## config.mk

```make
export PLATFORM = sky130hd
export DESIGN_NAME = pipe_hazard_ctrl
export DESIGN_NICKNAME = d
export VERILOG_FILES = /design/src/rtl/mips_pkg.sv /design/src/rtl/hazard_match.sv /design/src/rtl/pipe_hazard_ctrl.sv
export SDC_FILE = /design/constraint.sdc
export NUM_CORES = 1
export LEC_CHECK = 0
export BUFFER_PORTS_ARGS = -buffer_cell sky130_fd_sc_hd__buf_2
export CORE_MARGIN = 5
export CORE_UTILIZATION = 55
export CTS_BUF_LIST = sky130_fd_sc_hd__clkbuf_4 sky130_fd_sc_hd__clkbuf_8 sky130_fd_sc_hd__clkbuf_16
export DETAILED_ROUTE_END_ITERATION = 8
export HOLD_SLACK_MARGIN = 0.08
export PLACE_DENSITY = 0.87
export SYNTH_ARGS = -nofsm -noshare
export SYNTH_HDL_FRONTEND = slang
export SYNTH_SLANG_ARGS = --single-unit
```

## constraint.sdc

```tcl
create_clock -name Clk -period 4.6 [get_ports Clk]
set_input_delay 0.46 -clock Clk [delete_from_list [all_inputs] [get_ports Clk]]
set_output_delay 0.46 -clock Clk [all_outputs]
set_load 0.01 [all_outputs]
```

## src/rtl/mips_pkg.sv

```systemverilog
// Shared definitions for the MIPS pipeline control: FSM encoding, forward
// selects, stall bit positions and the NOP opcode.
package mips_pkg;

  typedef enum logic [1:0] {
    ST_RUN   = 2'd0,
    ST_IWAIT = 2'd1,
    ST_DWAIT = 2'd2,
    ST_FAULT = 2'd3
  } ctrl_state_e;

  localparam logic [1:0] FWD_RF  = 2'd0;
  localparam logic [1:0] FWD_MEM = 2'd1;
  localparam logic [1:0] FWD_WB  = 2'd2;

  localparam int STALL_PC    = 0;
  localparam int STALL_IFID  = 1;
  localparam int STALL_IDEX  = 2;
  localparam int STALL_EXMEM = 3;
  localparam int STALL_MEMWB = 4;

  localparam logic [4:0] STALL_NONE  = 5'b00000;
  localparam logic [4:0] STALL_FRONT = (5'b1 << STALL_PC) | (5'b1 << STALL_IFID);
  localparam logic [4:0] STALL_ALL   = STALL_FRONT | (5'b1 << STALL_IDEX) |
                                       (5'b1 << STALL_EXMEM) | (5'b1 << STALL_MEMWB);

  localparam logic [5:0] NOP_OPCODE = 6'd63;

  // A load result in MEM is not yet available, so only a non-load MEM hit forwards.
  function automatic logic [1:0] fwd_sel(input logic mem_hit, input logic mem_is_load,
                                         input logic wb_hit);
    if (mem_hit && !mem_is_load) return FWD_MEM;
    if (wb_hit) return FWD_WB;
    return FWD_RF;
  endfunction

endpackage

```

## src/rtl/hazard_match.sv

```systemverilog
// Compares one ID-stage source register against the EX, MEM and WB producers.
module hazard_match #(
  parameter int REG_AW = 5
) (
  input  logic [REG_AW-1:0] src,
  input  logic              use_src,
  input  logic [REG_AW-1:0] ex_rd,
  input  logic              ex_wen,
  input  logic [REG_AW-1:0] mem_rd,
  input  logic              mem_wen,
  input  logic [REG_AW-1:0] wb_rd,
  input  logic              wb_wen,
  output logic              ex_hit,
  output logic              mem_hit,
  output logic              wb_hit
);

  // r0 is hardwired to zero and never creates a dependency.
  assign ex_hit  = use_src && ex_wen  && (ex_rd  != '0) && (ex_rd  == src);
  assign mem_hit = use_src && mem_wen && (mem_rd != '0) && (mem_rd == src);
  assign wb_hit  = use_src && wb_wen  && (wb_rd  != '0) && (wb_rd  == src);

endmodule

```

## src/rtl/pipe_hazard_ctrl.sv

```systemverilog
// Pipeline control for the 5-stage MIPS core: stalls, bubbles, flushes, forwarding
// and memory-miss tracking. Forwarding is enabled by defining PIPE_FWD_EN.
module pipe_hazard_ctrl
  import mips_pkg::*;
#(
  parameter int REG_AW  = 5,
  parameter int TIMEOUT = 15,
  parameter int CNT_W   = 4
) (
  input  logic              Clk,
  input  logic              Rst,
  input  logic [REG_AW-1:0] id_rs,
  input  logic [REG_AW-1:0] id_rt,
  input  logic              id_use_rs,
  input  logic              id_use_rt,
  input  logic              id_branch_taken,
  input  logic              id_jump,
  input  logic [REG_AW-1:0] ex_rd,
  input  logic              ex_reg_wen,
  input  logic [REG_AW-1:0] mem_rd,
  input  logic              mem_reg_wen,
  input  logic              mem_mem_read,
  input  logic              mem_mem_write,
  input  logic [REG_AW-1:0] wb_rd,
  input  logic              wb_reg_wen,
  input  logic              imem_ready,
  input  logic              dmem_ready,
  output logic [4:0]        stall,
  output logic              nop,
  output logic              flush_ifid,
  output logic [1:0]        fwd_a,
  output logic [1:0]        fwd_b,
  output logic              mem_fault,
  output logic [31:0]       wait_cycles,
  output ctrl_state_e       state_dbg
);

  ctrl_state_e       state_q, state_d;
  logic [CNT_W-1:0]  cnt_q, cnt_d;
  logic              mem_fault_q, mem_fault_d;
  logic [31:0]       wait_cycles_q, wait_cycles_d;

  logic ex_hit_a, mem_hit_a, wb_hit_a;
  logic ex_hit_b, mem_hit_b, wb_hit_b;
  logic dh, dmiss, d_block, i_block, redirect;

  hazard_match #(.REG_AW(REG_AW)) u_match_rs (
    .src(id_rs), .use_src(id_use_rs),
    .ex_rd(ex_rd), .ex_wen(ex_reg_wen),
    .mem_rd(mem_rd), .mem_wen(mem_reg_wen),
    .wb_rd(wb_rd), .wb_wen(wb_reg_wen),
    .ex_hit(ex_hit_a), .mem_hit(mem_hit_a), .wb_hit(wb_hit_a)
  );

  hazard_match #(.REG_AW(REG_AW)) u_match_rt (
    .src(id_rt), .use_src(id_use_rt),
    .ex_rd(ex_rd), .ex_wen(ex_reg_wen),
    .mem_rd(mem_rd), .mem_wen(mem_reg_wen),
    .wb_rd(wb_rd), .wb_wen(wb_reg_wen),
    .ex_hit(ex_hit_b), .mem_hit(mem_hit_b), .wb_hit(wb_hit_b)
  );

`ifdef PIPE_FWD_EN
  assign dh = ex_hit_a || ex_hit_b || (mem_mem_read && (mem_hit_a || mem_hit_b));
`else
  // Without bypass paths every in-flight producer must retire before ID reads.
  assign dh = ex_hit_a || ex_hit_b || mem_hit_a || mem_hit_b || wb_hit_a || wb_hit_b;
`endif

  assign dmiss    = !dmem_ready && (mem_mem_read || mem_mem_write);
  assign d_block  = (state_q == ST_DWAIT) ? !dmem_ready : dmiss;
  assign i_block  = !imem_ready;
  assign redirect = (id_jump || id_branch_taken) && !dh;

  always_comb begin
    stall      = STALL_NONE;
    nop        = 1'b0;
    flush_ifid = 1'b0;
    fwd_a      = FWD_RF;
    fwd_b      = FWD_RF;
`ifdef PIPE_FWD_EN
    fwd_a = fwd_sel(mem_hit_a, mem_mem_read, wb_hit_a);
    fwd_b = fwd_sel(mem_hit_b, mem_mem_read, wb_hit_b);
`endif
    if (Rst) begin
      stall      = STALL_ALL;
      nop        = 1'b1;
      flush_ifid = 1'b1;
      fwd_a      = FWD_RF;
      fwd_b      = FWD_RF;
    end else if (state_q == ST_FAULT) begin
      stall = STALL_ALL;
    end else if (d_block) begin
      stall = STALL_ALL;
    end else if (i_block) begin
      // A redirect still takes its target; the miss is tracked for the new fetch.
      if (redirect) begin
        flush_ifid = 1'b1;
      end else begin
        stall = STALL_FRONT;
        nop   = 1'b1;
      end
    end else if (dh) begin
      stall = STALL_FRONT;
      nop   = 1'b1;
    end else if (redirect) begin
      flush_ifid = 1'b1;
    end
  end

  always_comb begin
    state_d = state_q;
    cnt_d   = cnt_q;
    case (state_q)
      ST_RUN: begin
        cnt_d = '0;
        if (dmiss) begin
          state_d = ST_DWAIT;
          cnt_d   = CNT_W'(1);
        end else if (!imem_ready) begin
          state_d = ST_IWAIT;
          cnt_d   = CNT_W'(1);
        end
      end
      ST_DWAIT: begin
        if (dmem_ready) begin
          state_d = imem_ready ? ST_RUN : ST_IWAIT;
          cnt_d   = imem_ready ? '0 : CNT_W'(1);
        end else if (cnt_q == CNT_W'(TIMEOUT)) begin
          state_d = ST_FAULT;
        end else begin
          cnt_d = cnt_q + CNT_W'(1);
        end
      end
      ST_IWAIT: begin
        if (imem_ready) begin
          state_d = ST_RUN;
          cnt_d   = '0;
        end else if (cnt_q == CNT_W'(TIMEOUT)) begin
          state_d = ST_FAULT;
        end else begin
          cnt_d = cnt_q + CNT_W'(1);
        end
      end
      default: state_d = ST_FAULT;
    endcase
  end

  always_comb begin
    mem_fault_d   = mem_fault_q || (state_d == ST_FAULT);
    wait_cycles_d = wait_cycles_q;
    if ((stall != STALL_NONE) && (wait_cycles_q != 32'hFFFF_FFFF))
      wait_cycles_d = wait_cycles_q + 32'd1;
  end

  always_ff @(posedge Clk or posedge Rst) begin
    if (Rst) begin
      state_q       <= ST_RUN;
      cnt_q         <= '0;
      mem_fault_q   <= 1'b0;
      wait_cycles_q <= 32'd0;
    end else begin
      state_q       <= state_d;
      cnt_q         <= cnt_d;
      mem_fault_q   <= mem_fault_d;
      wait_cycles_q <= wait_cycles_d;
    end
  end

  assign mem_fault   = mem_fault_q;
  assign wait_cycles = wait_cycles_q;
  assign state_dbg   = state_q;

endmodule

```

; Word level (Yosys, flattened, before mapping)
; Cells that the tools add are included.
[totals]
ff_bits = 39
output_inout_bits = 46
[classes]
n_addsub = 2
eq_ne = 12
n_mux = 32
reduce_logical = 37
[op_table]
columns = op, n
row1 = "adder 32 x 1 -> 32 bit, second input constant", 1
row2 = "!= test 32 bit, second input constant", 1
row3 = equality test 5 bit, 6
row4 = logical AND 1 bit, 21
row5 = 2-to-1 mux 5 bit, 4
row6 = nonzero test 5 bit, 4
row7 = 2-to-1 mux 1 bit, 16
row8 = 2-to-1 mux 2 bit, 7
row9 = 2-to-1 mux 4 bit, 3
row10 = one-hot mux 4 bit (3 select lines), 1
row11 = logical OR 1 bit, 8
row12 = "equality test 2 bit, second input constant", 3
row13 = one-hot mux 2 bit (3 select lines), 1
row14 = "adder 4 x 1 -> 4 bit, second input constant", 1
row15 = "equality test 4 bit, second input constant", 1
row16 = nonzero test 3 bit, 1
row17 = "equality test 2 x 1 -> 1 bit, second input constant", 1
row18 = zero test 1 bit, 2
row19 = zero test 2 bit, 1

; Depth between registers and ports, before layout
; Gate-level depths: netlist of the first run.
[logic_depth]
ltp_word = 17
depth_mapped = 10

; Hierarchy
; From an unflattened synthesis of the first run, not the netlist that was laid out.
[hier_totals]
cells_unflattened = 290
hier_area_um2 = 2690.1
[by_module_without_submodules]
columns = module, n_inst, cells_each, area_each_um2
row1 = pipe_hazard_ctrl, 1, 234, 2269.7
row2 = hazard_match, 2, 28, 210.2

; Least setup slack after synthesis of the first run
; OpenSTA, ideal clock, no wires.
[synth_path]
kind = reg2out
start = reg state_q[0] (netlist: state_dbg[0])
end = out stall[1]
arrival_ns = 2.034
required_time_ns = 4.140
setup_slack_ns = 2.106
path_stages_with_launch = 11
path_buffers = 3
path_cell_list = dfrtp_1 > inv_1 > ha_1 > nor2b_1 > or3_1 > nor2_1 > and4_1 > clkbuf_4 > buf_4 > inv_1 > buf_4
[synth_between]
elab_chain_len = 5
word_cells_on_any_way = 6
[synth_rtl]
columns = item, line
row1 = from (decl), pipe_hazard_ctrl.sv:38  ; ctrl_state_e state_q, state_d;
row2 = from (signal assigned), pipe_hazard_ctrl.sv:163  ; state_q <= state_d;
row3 = equality test 2 bit, pipe_hazard_ctrl.sv:71  ; assign d_block = (state_q == ST_DWAIT) ? !dmem_ready : dmiss;
row4 = 2-to-1 mux 1 bit, pipe_hazard_ctrl.sv:71
row5 = 2-to-1 mux 5 bit, pipe_hazard_ctrl.sv:93  ; end else if (d_block) begin
row6 = 2-to-1 mux 5 bit *, pipe_hazard_ctrl.sv:91  ; end else if (state_q == ST_FAULT) begin
row7 = 2-to-1 mux 5 bit *, pipe_hazard_ctrl.sv:85  ; if (Rst) begin
row8 = to (decl), pipe_hazard_ctrl.sv:28  ; output logic [4:0] stall,
; Every way passes the cells marked *; elsewhere a longest branch is shown, timed or not.

; Worst setup path in the final report of the first run
[layout_path]
start = reg state_q[0] (netlist: state_dbg[0])
end = out stall[0]
; The elaborated chain is that of the path after synthesis.

==> results of run 1 <==
## critical path, stage by stage (launching register included)
cell	delay [ns]
dfrtp_1	0.44
inv_1	0.09
ha_1	0.24
nor2b_1	0.15
or3_1	0.34
nor2_1	0.14
and4_1	0.71
inv_1	0.12
buf_2	0.17
## state kept, by name, summed over array words and instances, names as in the netlist
name and flops:
wait_cycles 32, cnt_q 4, state_dbg 2, mem_fault 1
## final cells by class
cell class / count / area [um2]
Clock buffer: 5 / 68.82
Tap cell: 54 / 67.56
Fill cell: 383 / 1610
Inverter: 8 / 30.03
Sequential cell: 39 / 975.9
Timing Repair Buffer: 81 / 410.4
Clock inverter: 3 / 20.02
Multi-Input combinational cell: 217 / 1509
## placed cells by master (no fill, tap or decap), drive strengths merged, types with 2 or more instances in the layout
| cell type | netlist | routed |
|---|---|---|
| o31ai | 2 | 2 |
| and3 | 2 | 2 |
| nand3 | 14 | 14 |
| nor2b | 2 | 2 |
| nand2 | 24 | 24 |
| o22a | 2 | 2 |
| nor4b | 4 | 4 |
| buf | 12 | 81 |
| and2 | 3 | 3 |
| conb | 1 | 4 |
| o22ai | 5 | 5 |
| nor3 | 14 | 14 |
| nor4 | 11 | 11 |
| xor2 | 31 | 31 |
| nor2 | 14 | 14 |
| a31oi | 2 | 2 |
| or3 | 2 | 2 |
| ha | 6 | 6 |
| xnor2 | 31 | 31 |
| a21oi | 2 | 2 |
| o21ai | 6 | 6 |
| or4 | 3 | 3 |
| clkinvlp | 0 | 2 |
| or2 | 2 | 2 |
| nand4 | 12 | 12 |
| and4 | 6 | 6 |
| clkbuf | 4 | 5 |
| dfrtp | 39 | 39 |
| inv | 8 | 8 |
| o211ai | 2 | 2 |
## through the flow
step / hold WS, ns / cell area (um2) / total power [uW] / setup slack, ns / std cells
after floorplan: 0.4932 / 2639 / 888.6 / 2.106 / 280
after global routing: 0.3768 / 3082 / 1377 / 1.285 / 407
after CTS: 0.3103 / 3082 / 1296 / 1.455 / 407
after detailed placement: 0.4626 / 2993 / 1060 / 1.677 / 399
final: 0.2932 / 3082 / 1286 / 1.441 / 407
after global placement: 0.4389 / 2993 / 1046 / 1.690 / 399
## cell usage after synthesis (3+ instances only)
master,count,area [um2]
and2_1,3,18.77
and4_1,5,43.79
buf_4,8,60.06
buf_6,4,45.04
clkbuf_1,3,11.26
dfrtp_1,39,975.9
ha_1,6,75.07
inv_1,8,30.03
nand2_1,24,90.09
nand3_1,13,65.06
nand4_1,12,75.07
nor2_1,14,52.55
nor3_1,13,65.06
nor4_1,10,62.56
nor4b_1,3,26.28
o21ai_0,6,30.03
o22ai_1,5,31.28
or4_1,3,22.52
xnor2_1,31,271.5
xor2_1,31,271.5
## kinds of logic (layout without fill, tap and decap cells)
group / after synthesis / after routing / synth area share, %
mux: 2 / 2 / 0.8095
buf+inv: 24 / 97 / 5.857
simple gates: 116 / 116 / 25.62
flops: 39 / 39 / 37.14
xor+xnor: 62 / 62 / 20.67
fa+ha+maj: 6 / 6 / 2.857
compound gates: 27 / 27 / 6.905
other cells: 1 / 4 / 0.1427
## final timing paths
path / start / cells past startpoint / slack, ns / end
min reg2reg: mem_fault / 1 / 0.48 / mem_fault
max in group asynchronous: Rst / 3 / 3.95 / wait_cycles[7]
max: state_dbg[0] / 8 / 1.44 / stall[0]
max reg2reg: state_dbg[0] / 9 / 1.77 / wait_cycles[13]
min in group Clk: mem_fault / 1 / 0.48 / mem_fault
min: Rst / 3 / 0.29 / cnt_q[3]
## routing by layer
layer / routed length, um / global-route usage [%] / part of all wire, % / vias to the layer above
met1: 2460 / 22.49 / 41 / 1073
li1: - / - / - / 1120
met5: 0 / 0 / 0 / -
met4: 74 / 5.155 / 1.2 / 0
met3: 384 / 3.401 / 6.4 / 7
met2: 3042 / 35.35 / 51 / 82
## power breakdown
| group | switching, uW | internal [uW] |
|---|---|---|
| Sequential | 115 | 431 |
| Combinational | 281 | 228 |
| Clock | 125 | 105 |
==> metrics, run 1 <==
run status=complete, no violations; FP Rows=25; ratio of cells with drive above 1 in the final layout=between 20% and 30%; Worst setup SP type=flop; TritonCTS buffer count=5; Max-cap violations=0; Final period util=68.67%; Resized cells post-CTS=0; Final Util=65.68%; sequential fraction of the synthesis area=between 30% and 40%; Peak VDD IR=0.0001719 V; clk_lat worst skew=0.30 ns; Die X=approximately 79 um; ys flop type=dfrtp_1; die area=approximately 6300 um2; WL per Instance=14.65 um; CP endpoint kind=output pin; maximum clock path buffer count=2; Pins Over Slew Limit=0; pwr dens=about 420 nW/um2; Starting Density=between 50% and 60%; drt first-iter violations=92; leakage=about 0.0013 uW; Critical Setup Path Class=flop to output pin; vias in the first global route=~2200; drt total wl=approximately 6000 um; Routed Antenna Nets=0; post-CTS setup buffer count=0; Setup TNS=0 ns; crit-path max FO=22; fmax=316.6 MHz; Pre-antenna DRT Iters=4; relative slew slack=31.17%; final hold vios=0; initial antenna violation count=0; min-delay worst type=input pin to asynchronous set/reset pin; clk_skew=~0.011 ns; critical path data arrival time=2.70 ns; Post-CTS Hold Buffers=0; first-pass GRT wire length=about 9700 um; total gr overflow=0; DRC viols=0; Yosys warnings=0; Clk Tree Root Cell=clkbuf_8; Worst-Margin Slew=approximately 1.0 ns; Synth Instances=277; vias post-DR=roughly 2300; CTS Sinks=39; minimum clock period=3.159 ns; Synth Cell Area=about 2600 um2; I/O Pins=84; Die H=a little under 80 um; CORE AREA=around 4700 um2; EDFF count, synth=0; diode count=0; drt via density=about 5.6; largest net degree at the start of global routing=42; H-tree levels=2; GRT Util Overall=about a fifth; Final Setup Violations=0; I/O Buffers=79; clock transition at the registers of the reported paths=0.08 ns; Final #Nets=396; Req. time, crit path=4.14 ns; CTS tree=done; Yosys cell types=48; Synth Register Bits=39; RSZ-0062 raised after global routing=no; Routability Congestion=0.8704; ys async rst share=between 90% and 100%; Post-DP HPWL=4585 um; syn_area_per_cell=about 9.5 um2; Area Growth Syn to Fin=17.29%
(Power assumes the default switching activity.)
==> run 2, diff against run 1 <==
--- a/config.mk
+++ b/config.mk
@@ -7,11 +7,11 @@
 export LEC_CHECK = 0
 export BUFFER_PORTS_ARGS = -buffer_cell sky130_fd_sc_hd__buf_2
 export CORE_MARGIN = 5
-export CORE_UTILIZATION = 55
+export CORE_UTILIZATION = 51
 export CTS_BUF_LIST = sky130_fd_sc_hd__clkbuf_4 sky130_fd_sc_hd__clkbuf_8 sky130_fd_sc_hd__clkbuf_16
 export DETAILED_ROUTE_END_ITERATION = 8
 export HOLD_SLACK_MARGIN = 0.08
-export PLACE_DENSITY = 0.87
+export PLACE_DENSITY = 0.82
 export SYNTH_ARGS = -nofsm -noshare
 export SYNTH_HDL_FRONTEND = slang
 export SYNTH_SLANG_ARGS = --single-unit
==> constraint.sdc (replaced) <==
create_clock -name Clk -period 3.3 [get_ports Clk]
set_input_delay 0.33 -clock Clk [delete_from_list [all_inputs] [get_ports Clk]]
set_output_delay 0.33 -clock Clk [all_outputs]
set_load 0.01 [all_outputs]
==> metrics, run 2 (same netlist as run 1, synthesis figures left out) <==
fmax=358.7 MHz; Pre-antenna DRT Iters=4 (unchanged); total design power=1878 uW (+46%); sequential cell area=975.9 um2 (unchanged); pre-CTS setup slack=0.8384 ns (-0.8382 ns); relative slew slack=64.09% (+33 points); r2r setup slk=0.86 ns (-0.91 ns); Resized cells post-CTS=0 (unchanged); crit path launch=state_dbg[0]; Largest register FFs=32 (unchanged); I/O Buffers=79 (unchanged); commonest non-fill, non-tap cell in the layout=buf_2; Final period util=84.47%; Worst setup SP type=flop; Final #Nets=398 (+0.51%); critical path data arrival time=2.46 ns (-0.24 ns); Routed Antenna Nets=0 (unchanged); vias in the first global route=2322 (+5.2%); Area Growth Syn to Fin=19.62%; largest net degree at the start of global routing=39 (-7.1%); CORE AREA=5042 um2 (+7.5%); WL per Instance=14.34 um (-2.1%); HP Start=mem_fault; CTS Sinks=39 (unchanged); GRT Util Overall=19.12% (+0.027 points); CTS tree=done; CP endpoint kind=output pin; Die H=81.78 um (+3.4%); worst reg-to-reg path cell count=9 (unchanged); GR Util met3=4.386% (+0.98 points); DRC viols=0 (unchanged); Starting Density=52.11% (-3.9 points); TritonCTS buffer count=5 (unchanged); Critical Setup Path Class=flop to output pin; Max-cap violations=0 (unchanged); final hold vios=0 (unchanged); min-delay worst type=flop to flop; most frequent cells in the layout=buf_2, dfrtp_1, xnor2_1, xor2_1, nand2_1; drt via density=5.414 (-3.4%); fin worst setup slack=0.5125 ns (-0.9288 ns); die area=6687 um2 (+6.8%); H-tree levels=2 (unchanged); ratio of cells with drive above 1 in the final layout=27.61% (+0.13 points); Die X=81.78 um (+3.4%); run status=complete, no violations; crit-path max FO=32 (+45%); Req. time, crit path=2.97 ns (-1.17 ns); FP Rows=26 (+4.0%); clk_lat worst skew=0.30 ns (about the same); area of the multi-input gates=1509 um2 (unchanged); drt first-iter violations=98 (+6.5%); RSZ-0062 raised after global routing=no; sink of the worst hold path=mem_fault; Setup TNS=0 ns (unchanged); clock transition at the registers of the reported paths=0.08 ns (about the same); Reg-to-Reg End=wait_cycles[1]; clk_skew=0.007015 ns (-0.004230 ns); drt total wl=6096 um (+2.2%); leakage=0.001375 uW (+2.0%); vias post-DR=2301 (+0.83%); maximum clock path buffer count=2 (unchanged); Hold Path Depth=1; GR peak layer=met2; Final Setup Violations=0 (unchanged); GR Util met1=22.63% (+0.14 points); Final Util=62.33% (-3.3 points); Routability Congestion=0.8659 (-0.52%); Fill cells=430 (+12%); minimum clock period=about 2.8 ns; initial antenna violation count=0 (unchanged); first-pass GRT wire length=10070 um (+3.3%); reg-to-reg startpoint=state_dbg[0]; Worst-Margin Slew=0.5358 ns (-0.4966 ns); Post-DP HPWL=4695 um (+2.4%); Clk Tree Root Cell=clkbuf_8; diode count=0 (unchanged); pwr dens=597.4 nW/um2 (+43%); Peak VDD IR=0.0002525 V (+47%); Pins Over Slew Limit=0 (unchanged); total gr overflow=0 (unchanged); M2 GR Usage=32.63% (-2.7 points); I/O Pins=84 (unchanged)
-- run 2: power breakdown --
| part | internal (uW) | switching [uW] |
|---|---|---|
| sequential | 600 | 161 |
| combinational | 318 | 397 |
| clock | 225 | 176 |
| total | 1140 | 734 |
-- run 2: cell type report --
cell class / count / share of cell area (%)
Multi-Input combinational cell: 217 / 48.01
Sequential cell: 39 / 31.05
Timing Repair Buffer: 83 / 13.61
Tap cell: 70 / 2.787
Clock buffer: 5 / 2.189
Clock inverter: 3 / 1.393
Inverter: 8 / 0.9554
-- run 2: through the flow --
stage | area [um2] | std cells | hold WS, ns
floorplan | 2639 | 280 | 0.4932
global placement | 3020 | 416 | 0.2268
detailed placement | 3020 | 416 | 0.2402
CTS | 3143 | 425 | 0.4534
global route | 3143 | 425 | 0.4850
finish | 3143 | 425 | 0.4548
-- run 2: metal layers --
layer	vias to the layer above	wire, um
met5	-	0
met4	0	167
met3	18	434
met2	96	2952
met1	1056	2541
li1	1131	-
-- run 2: repair_timing --
action	in CTS	in global routing
hold buffers	1	0
setup buffers	0	0
endpoints found under the hold margin	3	0
-- run 2: how the worst max path moves through the flow --
stage | end | slack (ns) | cells after the start
final | stall[0] | 0.51 | 9
after global routing | stall[1] | 0.35 | 9
after CTS | stall[0] | 0.51 | 9
after detailed placement | stall[0] | 0.84 | 8
after global placement | stall[1] | 0.85 | 8
after floorplan | stall[1] | 0.94 | 10
-- run 2: critical path: stages (launching register included) --
cell	delay (ns)
dfrtp_1	0.44
inv_1	0.09
ha_1	0.24
nor2b_1	0.14
or3_1	0.35
nor2_1	0.12
and4_1	0.20
buf_4	0.32
inv_1	0.09
buf_2	0.15
